==> src/rtl/modn_timer.sv <==
// Cascaded mixed-modulus down-counter timer (mm:ss by default) with
// load/clear, start/stop/pause control and a one-cycle completion pulse.
module modn_timer #(
    parameter int                  DIGITS = 4,
    parameter logic [4*DIGITS-1:0] MODS   = {4'd10, 4'd10, 4'd6, 4'd10}
) (
    input  logic                  clock,
    input  logic                  reset,
    input  logic [4*DIGITS-1:0]   input_number,
    input  logic                  loadn,
    input  logic                  clearn,
    input  logic                  start,
    input  logic                  stop,
    input  logic                  tick,
    output logic [4*DIGITS-1:0]   output_number,
    output logic [DIGITS-1:0]     tc,
    output logic                  zero,
    output logic                  running,
    output logic                  done,
    output logic                  finished
);

    typedef enum logic [1:0] {IDLE, RUN, PAUSE, DONE} state_t;

    state_t                state, state_next;
    logic [4*DIGITS-1:0]   count, count_next;
    logic [4*DIGITS-1:0]   loaded, decremented, count_update;
    logic                  borrow;
    logic                  prefix_zero;
    logic                  count_is_one;
    logic                  can_start;
    logic                  done_q, done_next;

    always_comb begin
        loaded      = '0;
        decremented = '0;
        borrow      = 1'b1;
        for (int i = 0; i < DIGITS; i++) begin
            if (input_number[4*i +: 4] > MODS[4*i +: 4] - 4'd1)
                loaded[4*i +: 4] = MODS[4*i +: 4] - 4'd1;
            else
                loaded[4*i +: 4] = input_number[4*i +: 4];

            if (!borrow) begin
                decremented[4*i +: 4] = count[4*i +: 4];
            end else if (count[4*i +: 4] == 4'd0) begin
                decremented[4*i +: 4] = MODS[4*i +: 4] - 4'd1;
            end else begin
                decremented[4*i +: 4] = count[4*i +: 4] - 4'd1;
                borrow                = 1'b0;
            end
        end
    end

    always_comb begin
        tc          = '0;
        prefix_zero = (state == RUN);
        for (int i = 0; i < DIGITS; i++) begin
            prefix_zero = prefix_zero && (count[4*i +: 4] == 4'd0);
            tc[i]       = prefix_zero;
        end
    end

    assign count_update = !clearn ? '0 : (!loadn ? loaded : count);
    assign count_is_one = (count == (4*DIGITS)'(1));
    // Start is judged on the pre-update count; the post-update check keeps
    // a same-cycle clear/load-to-zero from ever entering RUN at zero.
    assign can_start    = start && !stop && (count != '0) && (count_update != '0);

    always_comb begin
        state_next = state;
        count_next = count;
        case (state)
            IDLE, PAUSE: begin
                count_next = count_update;
                if (can_start)
                    state_next = RUN;
            end
            RUN: begin
                if (stop) begin
                    state_next = PAUSE;
                end else if (tick) begin
                    count_next = decremented;
                    if (count_is_one)
                        state_next = DONE;
                end
            end
            DONE: begin
                if (!clearn || !loadn) begin
                    state_next = IDLE;
                    count_next = count_update;
                end
            end
            default: begin
                state_next = IDLE;
                count_next = '0;
            end
        endcase
    end

    assign done_next = (state_next == DONE) && (state != DONE);

    always_ff @(posedge clock) begin
        if (reset) begin
            state  <= IDLE;
            count  <= '0;
            done_q <= 1'b0;
        end else begin
            state  <= state_next;
            count  <= count_next;
            done_q <= done_next;
        end
    end

    assign output_number = count;
    assign zero          = (count == '0);
    assign running       = (state == RUN);
    assign finished      = (state == DONE);
    assign done          = done_q;

endmodule
==> config.mk <==
export PLATFORM = sky130hd
export DESIGN_NAME = modn_timer
export DESIGN_NICKNAME = d
export VERILOG_FILES = /design/src/rtl/modn_timer.sv
export SDC_FILE = /design/constraint.sdc
export NUM_CORES = 1
export LEC_CHECK = 0
export ABC_AREA = 1
export CORE_MARGIN = 5
export CORE_UTILIZATION = 51
export CTS_BUF_LIST = sky130_fd_sc_hd__clkbuf_8 sky130_fd_sc_hd__clkbuf_16
export CTS_CLUSTER_DIAMETER = 50
export DETAILED_ROUTE_END_ITERATION = 7
export PLACE_DENSITY = 0.93
export SYNTH_ARGS = -nofsm -noshare
export SYNTH_HDL_FRONTEND = slang
export SYNTH_SLANG_ARGS = --single-unit
==> constraint.sdc <==
create_clock -name clock -period 3.77 [get_ports clock]
set_clock_uncertainty 0.15 [all_clocks]
set_input_delay 1.131 -clock clock [delete_from_list [all_inputs] [get_ports clock]]
set_output_delay 1.131 -clock clock [all_outputs]
set_load 0.05 [all_outputs]
* Yosys cells after proc, flatten, opt, wreduce, memory -nomap -nowiden
Cells that the tools add are included.
** Word-level totals
- Register bits :: 19
** Cells by class
- Add/subtract/negate cells :: 4
- Magnitude comparators :: 4
- Equal/unequal tests :: 12
- Mux-type cells :: 28
- Reduce and logical (&&, ||, !) cells :: 25
** Operator list (count)
- 16-bit two-way mux :: 5
- 16-bit case mux with 3 select lines :: 1
- 4-bit two-way mux :: 11
- 16-bit nonzero test :: 2
- 16-bit by 1-bit equality test with 1-bit output (second input constant) :: 1
- 16-bit zero test :: 1
- 4-bit zero test :: 4
- 4-bit by 1-bit subtractor with 4-bit output (second input constant) :: 4
- 4-bit greater-than comparator (second input constant) :: 3
- 4-bit AND reduction :: 3
- 2-bit two-way mux :: 5
- 1-bit logical AND :: 8
- 2-bit by 1-bit inequality test with 1-bit output (second input constant) :: 4
- 2-bit equality test (second input constant) :: 3
- 2-bit inequality test (second input constant) :: 3
- 2-bit case mux with 3 select lines :: 1
- 1-bit two-way mux :: 5
- 4-bit by 3-bit greater-than comparator with 1-bit output (second input constant) :: 1
- 1-bit zero test :: 3
- 3-bit AND reduction :: 1
- 2-bit by 1-bit equality test with 1-bit output (second input constant) :: 1
- 2-bit zero test :: 1
- 2-bit OR reduction :: 1
- 1-bit logical OR :: 1

* Logic depth before layout (Yosys ltp)
Gate-level depths: netlist of the first run.
- Depth in word-level cells :: 10
- Mapped depth :: 14

* Worst setup path before layout of the first run
No wires, ideal clock.
- Path kind :: reg2out
- From :: reg count[2], in the netlist output_number[2]
- To :: out tc[2]
- Data arrival time :: 2.077 ns
- Data required time :: 2.489 ns
- Path slack :: 0.412 ns
- Cell stages (with the launch flop) :: 5
- Path through :: dfxtp_1 or2_4 nor2_8 nand2_2 nor3_1
** On the way
- Longest elaborated chain between the ends :: 4
** Ends and longest elaborated chain
- start, declared :: RTL line 26 : logic [4*DIGITS-1:0] count, count_next;
- start signal, assigned :: RTL line 110 : count <= count_next;
- 4-bit zero test :: RTL line 59 : prefix_zero = prefix_zero && (count[4*i +: 4] == 4'd0);
- 1-bit logical AND (3 in a row) :: RTL line 59
- end, declared :: RTL line 16 : output logic [DIGITS-1:0] tc,
No other way between the ends.

* Worst setup path in the final report of the first run
- From :: reg count[12], in the netlist output_number[12]
- To :: out tc[3]
** On the way
- Longest elaborated chain between the ends :: 2
** Ends and longest elaborated chain (RTL line)
- 4-bit zero test :: 59
- 1-bit logical AND :: 59
No other way between the ends.

==> impl_metrics.yaml, run 1 <==
clocking:
  clk_pin_slew_ps: 70
  cts_hold_buf: 0
  cts_buffers: 3
  cts_tree: "built"
  root_buffer: "clkbuf_8"
  htreeDepth: 1
  post_cts_resized: 0
  cts_num_sinks: 19
  clk-insertion-delay-late_ps: 260
  clk_path_buf_depth: 2
  post_cts_buffers: 0
timing:
  rsz0062_at_grt: "false"
  worst_slack_ps: 271.5
  fin_crit_sh: 0.9280
  slew_violations: 0
  relSlewSlack: 0.6632
  worst_pin_slew_ps: 503.6
  hold_violations: 0
  hold-worst-slack_ps: 352.4
  fmax_mhz: 285.8
  tns_ps: 0
  final-setup-viol-count: 0
  fin_crit_ps: 3499
logic_synthesis:
  synth_top_family_by_area: "simple AND/OR/NAND/NOR gates"
  synth_compound_area_frac: 0.2022
  synthAdderAreaFrac: 0
  yosys.cell_types.count: 31
  syn_nets: 293
  yosysWarnings: 0
  synthCells: 270
  synth_xor_area_frac: 0.005507
  synth_mux_area_frac: 0
  syn_area_sq_um: 1590
  synth.ff_latch_count: 19
  yosys.area_share.simple: 0.4162
  avgSynthCellArea_sq_um: 5.890
  yosysSeqAreaShare: 0.2392
route:
  drtAntennaViolNets: 0
  drc: 0
  vias: 1853
  wl_per_cell_um: 12.40
  drt-pass1-iter-count: 5
  first_iter_violations: 142
  vias_per_cell: 5.147
  finalWirelength_um: 4463
worst_setup_path:
  cp_cell_sequence: "nor2_1 > inv_1 > nor3_1 > nand2_1 > nor3_1 > clkdlybuf4s50_1"
  required_ps: 2490
  rr_startpoint: "state[0]"
  worst-path-buf-inv: 2
  critPathMostFrequentCell: "nor3_1"
  worstPathArrival_ps: 2220
  end_kind: "primary output"
  cpLargestDelayFamily: "buffers and inverters"
  startpoint_type: "flop"
  critPathKind: "reg -> out"
  max_stage_delay_ps: 840
  r2r_slack_ps: 1960
  rr_worst_depth: 8
  critical_path_peak_fanout: 4
  crit_slowest_cell: "clkdlybuf4s50_1"
  r2r-end: "output_number[7]"
finish:
  nFillCells: 269
  drive_above_1_share: 0.1013
  final_nets: 340
  layout.area.seq_sq_um: 380.4
  mostFrequentLayoutCells: "nand2_1, clkdlybuf4s50_1, inv_1, nor2_1, a21oi_1"
  area_growth_pct: 33.36
  layout_commonest_cell: "nand2_1"
  diodes: 0
  multi_input_area_sq_um: 992.2
die:
  die_area_sq_um: 4335
  fp.dieH_um: 65.84
  initial_utilization: 0.5252
  chipWidth_um: 65.84
  rows: 20
  core-area_sq_um: 3028
  io_pins: 47
run:
  drv_cap: 0
hold_path:
  min_from: "output_number[15]"
  holdPathEnd: "output_number[15]"
  hp-class: "reg -> reg"
  hold_depth: 2
power_and_ir_drop:
  p_per_area_nw_per_um2: 386.2
  vdd_ir_drop_max_mv: 0.2997
  leakage_nw: 0.9794
status:
  status: "finished, final reports clean"
grt:
  grt_max_degree: 28
  grt_overflow: 0
  grt_pass1_vias: 1690
  grt_pass1_wl_um: 7527
  grt_antenna_before_repair: 0
  track_usage: 0.2162
place:
  io_buffers: 46
  dp_hpwl_um: 3428
  place_congestion: 0.8895
  dp_slack_ps: 575.0
## registers in the layout (all words and copies together), names as in the netlist
name           cells
done               1
output_number     16
state              2
## worst max-delay path by stage
stage | from | cells after the start | to | slack [ps]
2_1_floorplan | output_number[2] | 4 | tc[2] | 410
3_3_place_gp | output_number[9] | 6 | tc[3] | 630
3_5_place_dp | output_number[9] | 6 | tc[3] | 570
4_1_cts | output_number[9] | 6 | tc[3] | 280
5_1_grt | output_number[9] | 6 | tc[3] | 170
6_report | output_number[12] | 6 | tc[3] | 270
## power breakdown
part           switching (W)  leakage (nW)  internal, W
registers          0.0000217         0.155     0.000223
clock network      0.0000690        0.0269    0.0000725
logic               0.000286         0.797     0.000147
total               0.000377         0.979     0.000442
## routing by layer
layer  share of wire  up-vias  global-route usage  routed length, um
met5               0        -                   0                  0
met4           0.015        0             0.06218                 67
met3           0.090        9             0.03401                400
met2            0.46       93              0.3479               2051
met1            0.44      806              0.2963               1944
li1                -      945                   -                  -
## synth_stat cells
cell / instances / area share
nand2_1: 80 / 0.19
inv_1: 35 / 0.083
nor2_1: 35 / 0.083
a21oi_1: 20 / 0.063
dfxtp_1: 19 / 0.24
o21ai_0: 14 / 0.044
nand3_1: 9 / 0.028
inv_2: 7 / 0.017
nor2_2: 6 / 0.024
nor3_1: 6 / 0.019
o21ai_1: 5 / 0.016
a211oi_1: 3 / 0.014
a31oi_1: 3 / 0.012
buf_2: 3 / 0.0094
buf_6: 3 / 0.021
nand2_4: 3 / 0.021
nand2_2: 2 / 0.0079
nor2_4: 2 / 0.014
nor2_8: 2 / 0.025
o31ai_1: 2 / 0.0094
a21oi_4: 1 / 0.010
a221oi_1: 1 / 0.0055
a221oi_2: 1 / 0.0094
buf_4: 1 / 0.0047
clkbuf_1: 1 / 0.0024
o211ai_1: 1 / 0.0047
o21a_1: 1 / 0.0047
o22ai_1: 1 / 0.0039
o311ai_1: 1 / 0.0055
or2_4: 1 / 0.0055
xor2_1: 1 / 0.0055
## kinds of logic (layout without fill, tap and decap cells)
| kind of cell | after synthesis | in the layout |
|---|---|---|
| AO/OA/AOI/OAI | 54 | 54 |
| XOR/XNOR | 1 | 1 |
| buffers and inverters | 50 | 96 |
| flip-flops | 19 | 19 |
| AND/OR/NAND/NOR | 146 | 146 |
## layout make-up
type                       count  share of cell area
multi-input combinational    201              0.4678
tap                           44             0.02596
clock buffer                   3             0.01947
sequential                    19              0.1794
clock inverter                 1            0.001770
timing repair buffer          50              0.2313
inverter                      42             0.07434
## through the flow
stage	cells	total power, W	utilization	cell area [sq um]
floorplan	270	0.0005536	-	1590
global placement	356	0.0006720	0.6855	2076
detailed placement	356	0.0006756	0.6855	2076
CTS	360	0.0008172	0.7004	2121
global route	360	0.0008707	0.7004	2121
finish	360	0.0008190	0.7004	2121
## worst min-delay path: stages, from the launching register on
cell	delay, ps
dfxtp_1	330
inv_1	70
a21oi_1	60
Power figures use the tool's default switching activity.
==> inputs of run 2 (changes only) <==
==> config.mk (replaced) <==
export PLATFORM = sky130hd
export DESIGN_NAME = modn_timer
export DESIGN_NICKNAME = d
export VERILOG_FILES = /design/src/rtl/modn_timer.sv
export SDC_FILE = /design/constraint.sdc
export NUM_CORES = 1
export LEC_CHECK = 0
export CORE_MARGIN = 5
export CORE_UTILIZATION = 50
export CTS_BUF_LIST = sky130_fd_sc_hd__clkbuf_8 sky130_fd_sc_hd__clkbuf_16
export CTS_CLUSTER_DIAMETER = 50
export DETAILED_ROUTE_END_ITERATION = 7
export PLACE_DENSITY = 0.84
export SYNTH_ARGS = -nofsm -noshare
export SYNTH_HDL_FRONTEND = slang
export SYNTH_SLANG_ARGS = --single-unit
==> impl_metrics.yaml, run 2 <==
logic_synthesis:
  avgSynthCellArea_sq_um: 7.374
  async_reset_ff_frac: 0
  synth_edf_count: 0
  yosysTopAreaCellShare: 0.2492
  yosysSeqAreaShare: 0.2492
  synth.ff_latch_count: 19
  synth_most_common_cell: "nor2_1"
  yosys.cell_types.count: 53
  synth-main-ff-cell: "dfxtp_1"
  synth_common_cells: "nor2_1, nand2_1, dfxtp_1"
  yosysWarnings: 0
  syn_nets: 230
  synthCells: 207
  synth_area_leaders: "dfxtp_1, nor2_1, nand2_1, a21oi_1, o21ai_0"
  syn_area_sq_um: 1526
  synth_top_area_cell: "dfxtp_1"
worst_setup_path:
  required_ps: 2490
  critical_path_peak_fanout: 9
  r2r-end: "output_number[6]"
  end_kind: "primary output"
  worstPathArrival_ps: 2330
  critPathKind: "reg -> out"
  r2r_slack_ps: 1370
  startpoint_type: "flop"
  rr_startpoint: "state[1]"
  rr_worst_depth: 7
hold_path:
  min_from: "output_number[14]"
  hold_depth: 2
  hp-class: "reg -> reg"
  holdPathEnd: "output_number[14]"
finish:
  mostFrequentLayoutCells: "clkdlybuf4s50_1, nor2_1, nand2_1, dfxtp_1, a21oi_1"
  final_util: 0.6756
  final_nets: 272
  largest_register_ffs: 16
  drive_above_1_share: 0.1008
  layout.area.seq_sq_um: 380.4
  multi_input_area_sq_um: 1040
  instances_no_fill: 281
  stdcell_area_sq_um: 2012
  nFillCells: 265
  area_growth_pct: 31.80
  layout_commonest_cell: "clkdlybuf4s50_1"
  diodes: 0
die:
  chipWidth_um: 65.26
  die_area_sq_um: 4258
  initial_utilization: 0.5126
  core-area_sq_um: 2978
  fp.dieH_um: 65.26
  io_pins: 47
  rows: 20
route:
  drt-pass1-iter-count: 4
  wl_per_cell_um: 16.65
  drtAntennaViolNets: 0
  drc: 0
  first_iter_violations: 149
  vias: 1782
  vias_per_cell: 6.342
  finalWirelength_um: 4678
power_and_ir_drop:
  p_per_area_nw_per_um2: 380.7
  vdd_ir_drop_max_mv: 0.2418
  leakage_nw: 0.7627
clocking:
  cts_tree: "built"
  htreeDepth: 1
  cts_num_sinks: 19
  post_cts_buffers: 0
  clk_pin_slew_ps: 70
  cts_buffers: 3
  root_buffer: "clkbuf_8"
  clk-insertion-delay-late_ps: 260
  cts_hold_buf: 0
  post_cts_resized: 0
  clk_path_buf_depth: 2
status:
  status: "finished, final reports clean"
timing:
  hold_violations: 0
  fin_crit_ps: 3612
  rsz0062_at_grt: "false"
  slew_violations: 0
  worst_pin_slew_ps: 515.5
  final-setup-viol-count: 0
  relSlewSlack: 0.6552
  tns_ps: 0
  hold-worst-slack_ps: 379.1
  fin_crit_sh: 0.9580
  fmax_mhz: 276.9
grt:
  track_usage: 0.2245
  grt_antenna_before_repair: 0
  grt_pass1_vias: 1635
  grt_pass1_wl_um: 7714
  grt_max_degree: 26
  grt_overflow: 0
place:
  place_congestion: 0.8818
  io_buffers: 46
  dp_hpwl_um: 3419
  dpl_cell_area_sq_um: 1961
  dp.cells: 277
run:
  drv_cap: 0
==> run 2: cell types whose count changed in the layout (fill, tap and decap cells not counted), moves of 6 or more <==
cell and change:
and2_1 +6, inv_2 -6, nand2_1 -56, nor2_2 -6, inv_1 -34, nor2_1 -10
==> run 2: routing by layer <==
metal  vias to the layer above  track usage  part of all wire
met1                       828       0.2974              0.44
met4                         0      0.06736             0.010
met3                         7      0.04274             0.088
met5                         -            0                 0
li1                        857            -                 -
met2                        90       0.3679              0.47
==> run 2: worst max path at each step <==
stage | startpoint | cells past startpoint | endpoint | slack [ps]
final | output_number[0] | 4 | tc[1] | 160
after global routing | output_number[0] | 4 | tc[1] | 20
after CTS | output_number[10] | 4 | zero | 10
after detailed placement | output_number[10] | 4 | zero | 300
after global placement | output_number[10] | 4 | zero | 290
after floorplan | output_number[0] | 5 | tc[2] | 30
==> run 2: cell type report <==
class	instances	share of cell area
inverter	2	0.003731
clock buffer	3	0.02052
multi-input combinational	171	0.5168
sequential	19	0.1891
clock inverter	1	0.001866
timing repair buffer	52	0.2475
tap	33	0.02052
==> run 2: power breakdown <==
group | switching (W) | internal [W]
Combinational | 0.000230 | 0.000141
Sequential | 0.0000341 | 0.000219
Clock | 0.0000697 | 0.0000726
Total | 0.000333 | 0.000432
==> run 2: critical path: stages (launching register included) <==
cell,delay [ps]
dfxtp_1,420
nor4_1,480
nand2_1,180
nor2_1,170
clkdlybuf4s50_1,820
==> run 2: logic make-up after synthesis <==
family	after synthesis	share of synthesized area
DFF	19	0.2492
muxes	3	0.02131
and+or+nand+nor	99	0.3533
AOI/OAI and AO/OA	69	0.3025
buffers and inverters	17	0.07376
==> run 2: stage by stage <==
stage          total power, W  setup slack (ps)
6_report            0.0007659             158.2
5_1_grt             0.0008084             19.08
4_1_cts             0.0007647             14.43
3_5_place_dp        0.0006208             301.7
3_3_place_gp        0.0006180             292.2
2_1_floorplan       0.0005075             28.18
